## config.mk

```make
export PLATFORM = sky130hd
export DESIGN_NAME = uart_rx_fifo_ctrl
export DESIGN_NICKNAME = d
export VERILOG_FILES = /design/src/rtl/uart_rx_fifo_ctrl.sv
export SDC_FILE = /design/constraint.sdc
export NUM_CORES = 1
export LEC_CHECK = 0
export ABC_AREA = 1
export BUFFER_PORTS_ARGS = -buffer_cell sky130_fd_sc_hd__buf_2
export CAP_MARGIN = 25
export CORE_ASPECT_RATIO = 1.1
export CORE_UTILIZATION = 46
export DETAILED_ROUTE_END_ITERATION = 10
export PLACE_DENSITY = 0.7
export SLEW_MARGIN = 15
export SYNTH_ARGS = -nofsm -noshare
export SYNTH_HDL_FRONTEND = slang
export SYNTH_SLANG_ARGS = --single-unit
export TNS_END_PERCENT = 100
```

## constraint.sdc

```tcl
create_clock -name rx_clk -period 1.99 [get_ports rx_clk]
set_clock_uncertainty 0.2 [all_clocks]
set_input_delay 0.0995 -clock rx_clk [delete_from_list [all_inputs] [get_ports rx_clk]]
set_output_delay 0.0995 -clock rx_clk [all_outputs]
set_load 0.03 [all_outputs]
```

## src/rtl/uart_rx_fifo_ctrl.sv

```systemverilog
// Purpose : turns each UART_RX frame completion into exactly one write on the RX FIFO write port.
// Latency : rx_done first sampled high at edge N -> fifo_wr_en high in the cycle after edge N+1.
// Backpressure: while fifo_full is high one byte is held; further bytes are dropped and counted (overrun).
//
// Optional feature macro: UART_RX_CTRL_IDLE_TIMEOUT_EN (line-idle gap pulse on idle_timeout).
//
// Ports:
//   rx_clk, reset         baud-domain clock; synchronous active-high reset
//   rx_busy, rx_data,
//   rx_done               UART_RX status, received byte, frame-complete level
//   enable                accept new bytes when 1
//   flush                 single-cycle: drop held byte, clear overrun
//   fifo_full             FIFO write-side full flag
//   fifo_wr_en,
//   fifo_wr_data          registered write strobe and data
//   rx_active             rx_busy OR a byte is held
//   overrun               sticky drop flag
//   byte_cnt, drop_cnt    saturating statistics
//   idle_timeout          one-cycle idle-gap pulse (0 when the macro is undefined)
module uart_rx_fifo_ctrl #(
  parameter int CNT_W        = 16,
  parameter int IDLE_TIMEOUT = 20
) (
  input  logic             rx_clk,
  input  logic             reset,
  input  logic             rx_busy,
  input  logic [7:0]       rx_data,
  input  logic             rx_done,
  input  logic             enable,
  input  logic             flush,
  input  logic             fifo_full,
  output logic             fifo_wr_en,
  output logic [7:0]       fifo_wr_data,
  output logic             rx_active,
  output logic             overrun,
  output logic [CNT_W-1:0] byte_cnt,
  output logic [CNT_W-1:0] drop_cnt,
  output logic             idle_timeout
);

  typedef enum logic {S_IDLE, S_PEND} state_t;

  state_t     state;
  logic [7:0] hold_reg;
  logic       rx_done_q;
  logic       byte_evt;

  // The idle counter is 12 bits wide, so the timeout must fit in it.
  if (IDLE_TIMEOUT < 2 || IDLE_TIMEOUT > 4095) begin : g_bad_idle_timeout
    $error("uart_rx_fifo_ctrl: IDLE_TIMEOUT out of range 2..4095");
  end

  // rx_done is a level that may last several cycles; only its rising edge is a byte.
  assign byte_evt  = enable & rx_done & ~rx_done_q;
  assign rx_active = rx_busy | (state != S_IDLE);

  always_ff @(posedge rx_clk) begin
    if (reset) begin
      state        <= S_IDLE;
      hold_reg     <= 8'h00;
      rx_done_q    <= 1'b0;
      fifo_wr_en   <= 1'b0;
      fifo_wr_data <= 8'h00;
      overrun      <= 1'b0;
      byte_cnt     <= '0;
      drop_cnt     <= '0;
    end else begin
      rx_done_q  <= rx_done;
      fifo_wr_en <= 1'b0;
      if (flush) begin
        // Held byte is discarded silently; counters are statistics and survive.
        state   <= S_IDLE;
        overrun <= 1'b0;
      end else begin
        case (state)
          S_IDLE: begin
            if (byte_evt) begin
              hold_reg <= rx_data;
              state    <= S_PEND;
            end
          end
          S_PEND: begin
            if (!fifo_full) begin
              fifo_wr_en   <= 1'b1;
              fifo_wr_data <= hold_reg;
              if (byte_cnt != {CNT_W{1'b1}}) byte_cnt <= byte_cnt + CNT_W'(1);
              // A byte arriving on the draining edge refills the holding slot.
              if (byte_evt) hold_reg <= rx_data;
              else          state    <= S_IDLE;
            end else if (byte_evt) begin
              // Keep the older byte; the new one is lost.
              overrun <= 1'b1;
              if (drop_cnt != {CNT_W{1'b1}}) drop_cnt <= drop_cnt + CNT_W'(1);
            end
          end
          default: state <= S_IDLE;
        endcase
      end
    end
  end

`ifdef UART_RX_CTRL_IDLE_TIMEOUT_EN
  logic [11:0] idle_cnt;
  logic [11:0] idle_cnt_nxt;
  logic        idle_armed;

  assign idle_cnt_nxt = idle_cnt + 12'd1;

  // idle_cnt holds the index of the idle cycle that begins after each edge:
  // the cycle following the write cycle is idle cycle 1, so the pulse lands
  // exactly IDLE_TIMEOUT cycles after the write cycle.
  always_ff @(posedge rx_clk) begin
    if (reset) begin
      idle_cnt     <= '0;
      idle_armed   <= 1'b0;
      idle_timeout <= 1'b0;
    end else begin
      idle_timeout <= 1'b0;
      if (fifo_wr_en) begin
        idle_cnt   <= 12'd1;
        idle_armed <= 1'b1;
      end else if (rx_busy) begin
        idle_cnt <= '0;
      end else if (idle_armed) begin
        idle_cnt <= idle_cnt_nxt;
        if (idle_cnt_nxt == 12'(IDLE_TIMEOUT)) begin
          idle_timeout <= 1'b1;
          idle_armed   <= 1'b0;
        end
      end
    end
  end
`else
  assign idle_timeout = 1'b0;
`endif

endmodule

```

Word level (Yosys, flattened, before mapping)
Index checks and enable logic that the tools add are counted.
Word-level totals
  bits in registers: 52
  logic and storage cells: 34
Operators by class
  reductions and logical operators: 7
  equal/unequal tests: 3
  bitwise operators: 7
  muxes and demuxes: 7
  add/sub/neg operators: 2
Operators by type and width (count)
  $add A16 B1 Y16 const B: 2
  $ne A16 B16 Y1 const B: 2
  $mux W8: 2
  $pmux W8 S2: 1
  $reduce_and A3 Y1: 2
  $reduce_and A5 Y1: 1
  $not A1 Y1: 4
  $reduce_and A4 Y1: 1
  $mux W1: 3
  $reduce_or A3 Y1: 1
  $and A1 B1 Y1: 2
  $ne A2 B2 Y1 const B: 1
  $pmux W1 S2: 1
  $reduce_and A2 Y1: 1
  $reduce_or A2 Y1: 1
  $or A1 B1 Y1: 1

Depth between registers and ports, before layout
  word-level depth: 5
  mapped depth: 10
  mapped depth without buffers: 10

Least setup slack after synthesis
OpenSTA, ideal clock, no wires.
  kind: register to register
  from: reg drop_cnt[1]
  to: reg drop_cnt[11]
  arrival time: 1499 ps
  buffers on the path: 1
  period minus slack after synthesis: 1815 ps
  setup slack: 175 ps
  cell stages (with the launch flop): 10
  data required time: 1674 ps
  cells stage by stage: dfxtp_1 ha_1 inv_1 nor2_4 nand2_4 nor2_8 nand2_4 buf_6 a21oi_1 nor2_1
Between the ends
  longest elaborated chain between the ends: 2
  elaborated cells on any way between the ends: 3
  classes of those cells: add/sub: 1; eq/ne: 1; reduce/logical: 1
Ends and longest elaborated chain
  start, declared: RTL line 37  | output logic [CNT_W-1:0] drop_cnt,
  start signal, assigned: RTL line 93  | if (drop_cnt != {CNT_W{1'b1}}) drop_cnt <= drop_cnt + CNT_W'(1);
  parallel branches: the longest is 2 deep, another holds $add A16 B1 Y16
Several ways; the timed one is not identified.
A chain may end at the register's enable or synchronous reset.

Worst setup path in the final report
  from: reg byte_cnt[0]
  to: reg byte_cnt[5]
Between the ends
  longest elaborated chain between the ends: 2
  elaborated cells on any way between the ends: 3
  classes of those cells: add/sub: 1; eq/ne: 1; reduce/logical: 1
Ends and longest elaborated chain
  start, declared: RTL line 36  | output logic [CNT_W-1:0] byte_cnt,
  start signal, assigned: RTL line 86  | if (byte_cnt != {CNT_W{1'b1}}) byte_cnt <= byte_cnt + CNT_W'(1);
  parallel branches: the longest is 2 deep, another holds $add A16 B1 Y16
Several ways; the timed one is not identified.

==> impl_metrics.env <==
export IMPL_hpwl_um=4324
export IMPL_syn_cell_area_mm2=0.002658
export IMPL_clk_pin_slew_worst_paths_ns=0.10
export IMPL_synth_top_flop_cell="dfxtp_1"
export IMPL_areaGrowthSynthToFinish_pct=21.19
export IMPL_worstPathRequired_ns=2.03
export IMPL_syn_area_per_cell_um2=6.594
export IMPL_hp_class="in -> reg"
export IMPL_dieHeight_um=81.72
export IMPL_ios=59
export IMPL_max_freq_mhz=563.1
export IMPL_core_area_mm2=0.005465
export IMPL_grt_ovfl_total=0
export IMPL_drc=0
export IMPL_vias_per_cell=4.829
export IMPL_n_antenna_cell=0
export IMPL_grt_first_pass_wirelength_um=10340
export IMPL_ys_types=27
export IMPL_fin_tns_setup_ns=0
export IMPL_grt_use_total=0.2186
export IMPL_ys_ff_latch=52
export IMPL_leakage_nw=1.499
export IMPL_irDropWorstVdd_mv=0.3717
export IMPL_layout_drive_gt1_share=0.1916
export IMPL_fin_crit_ns=1.776
export IMPL_clkSinkCount=52
export IMPL_finalHoldViolCount=0
export IMPL_antenna_found_initial=0
export IMPL_vias=2656
export IMPL_cp_arrival_ns=1.82
export IMPL_r2r_setup_slack_ns=0.21
export IMPL_synth_most_common_cell="nor2_1"
export IMPL_seq_area_mm2=0.001041
export IMPL_start_util=0.4863
export IMPL_synth_top_cell_by_area="dfxtp_1"
export IMPL_top_regs="byte_cnt (16), drop_cnt (16)"
export IMPL_synth_fp_nets=420
export IMPL_netlist_instances=403
export IMPL_cp_start_kind="flop"
export IMPL_yosysWarningCount=0
export IMPL_clock_tree_buffer_depth=2
export IMPL_rsz0062_at_grt="no"
export IMPL_timing_final_crit_share=0.8924
export IMPL_grt_start_max_net_pins=36
export IMPL_ys_seq_area_frac=0.3917
export IMPL_route_detailed_wl_per_inst_um=11.19
export IMPL_clk_latency_ns=0.31
export IMPL_drv_slew=0
export IMPL_maxCapViolCount=0
export IMPL_cts_inserted_buffers=5
export IMPL_multi_input_area_mm2=0.001405
export IMPL_pwr_density_cell_mw_per_mm2=564.7
export IMPL_dp_cells=530
export IMPL_dr_pass1_iters=4
export IMPL_cp_end_kind="flop"
export IMPL_die_w_um=74.47
export IMPL_worstPathMaxFanout=7
export IMPL_grt_pass1_vias=2386
export IMPL_wirelength_um=6154
export IMPL_fin_cells=550
export IMPL_synth_edf_count=0
export IMPL_postCtsSetupBuffers=0
export IMPL_gp_congestion=0.8985
export IMPL_outcome="completed"
export IMPL_yosys_top_cells_area="dfxtp_1 39%, nor2_1 15%, nand2_1 13%"
export IMPL_ant_nets=0
export IMPL_setup_viol=0
export IMPL_setup_worst_path_class="reg -> reg"
export IMPL_fillCellCount=570
export IMPL_clockRootBuffer="clkbuf_8"
export IMPL_synth_top_cells_by_count="103 x nor2_1, 91 x nand2_1, 52 x dfxtp_1"
export IMPL_synth_top_area_frac=0.3917
export IMPL_portBuffers=57
export IMPL_ctsHoldBuffers=12
export IMPL_rows=28
export IMPL_cts_tree="built"
export IMPL_dieArea_mm2=0.006086
export IMPL_fin_nets=491
export IMPL_drt_iter0_drc=120
export IMPL_cts_resized_gates=0
export IMPL_async_flop_share=0
export IMPL_h_tree_depth=2
==> path summary, 6_finish.rpt <==
kind | to | startpoint | depth (start not counted)
max | byte_cnt[5]$_SDFFE_PP0P_ | byte_cnt[0]$_SDFFE_PP0P_ | 9
min | state$_SDFF_PP0_ | fifo_full | 3
max reg2reg | byte_cnt[5]$_SDFFE_PP0P_ | byte_cnt[0]$_SDFFE_PP0P_ | 9
min reg2reg | overrun$_SDFFE_PP0P_ | overrun$_SDFFE_PP0P_ | 2
==> per-stage QoR <==
stage | setup slack (ns) | hold WS, ns | power (W) | instance area (um^2) | utilization
floorplan | 0.1747 | -0.03143 | 0.001144 | 2658 | -
global placement | 0.3007 | 0.1257 | 0.001171 | 3005 | 0.5499
detailed placement | 0.2194 | 0.1361 | 0.001173 | 3005 | 0.5499
CTS | 0.1852 | 0.001351 | 0.001834 | 3221 | 0.5893
global route | 0.07684 | 0.008795 | 0.001896 | 3221 | 0.5893
finish | 0.2142 | 0.005086 | 0.001819 | 3221 | 0.5893
==> per-layer routing <==
metal / vias to the layer above / routed length, um / GRT usage
li1: 1398 / - / -
met1: 1176 / 2876 / 0.2824
met2: 75 / 2868 / 0.3685
met3: 7 / 346 / 0.04172
met4: 0 / 63 / 0.06226
met5: - / 0 / 0
==> cells in the final DEF, fill, tap and decap left out, drive strengths merged <==
cell type | netlist | final
nor2 | 110 | 110
nand2 | 101 | 101
buf | 5 | 61
dfxtp | 52 | 52
inv | 40 | 42
nand3 | 27 | 27
o21ai | 24 | 24
a21oi | 20 | 20
dlygate4sd3 | 0 | 12
xor2 | 6 | 6
clkbuf | 4 | 5
nor3 | 4 | 4
nand4 | 3 | 3
nand3b | 2 | 2
ha | 2 | 2
or2 | 1 | 1
xnor2 | 1 | 1
conb | 1 | 1
clkinv | 0 | 1
==> power breakdown <==
group	internal [W]	total [W]	switching [W]	leakage [nW]
clock	0.000260	0.000651	0.000391	0.0491
combinational	0.0000470	0.000111	0.0000637	1.03
sequential	0.00105	0.00106	0.00000553	0.420
==> kinds of logic (layout without fill, tap and decap cells) <==
group,after synthesis,after routing,synth area share
XOR/XNOR,7,7,0.02307
adder cells (fa/ha/maj),2,2,0.009415
AND/OR/NAND/NOR,248,248,0.4120
flip-flops,52,52,0.3917
other,1,1,0.001411
AO/OA/AOI/OAI,44,44,0.08287
buffers and inverters,49,121,0.07957
==> worst max-delay path, cell delays in order, from the launching register on <==
cell and delay (ns):
dfxtp_1 0.36, ha_1 0.24, nand2_1 0.07, nor2_1 0.04, nand2_1 0.13, nor2_1 0.07, nor2_2 0.21, buf_4 0.20
nand2_1 0.05, a21oi_1 0.12
==> layout make-up <==
cell class | count | share of cell area
sequential | 52 | 0.3232
inverter | 40 | 0.04662
clock buffer | 5 | 0.02137
multi-input combinational | 302 | 0.4363
clock inverter | 3 | 0.008159
timing repair buffer | 73 | 0.1352
tap | 75 | 0.02914
Note: power is estimated with default switching activity, not from simulation.
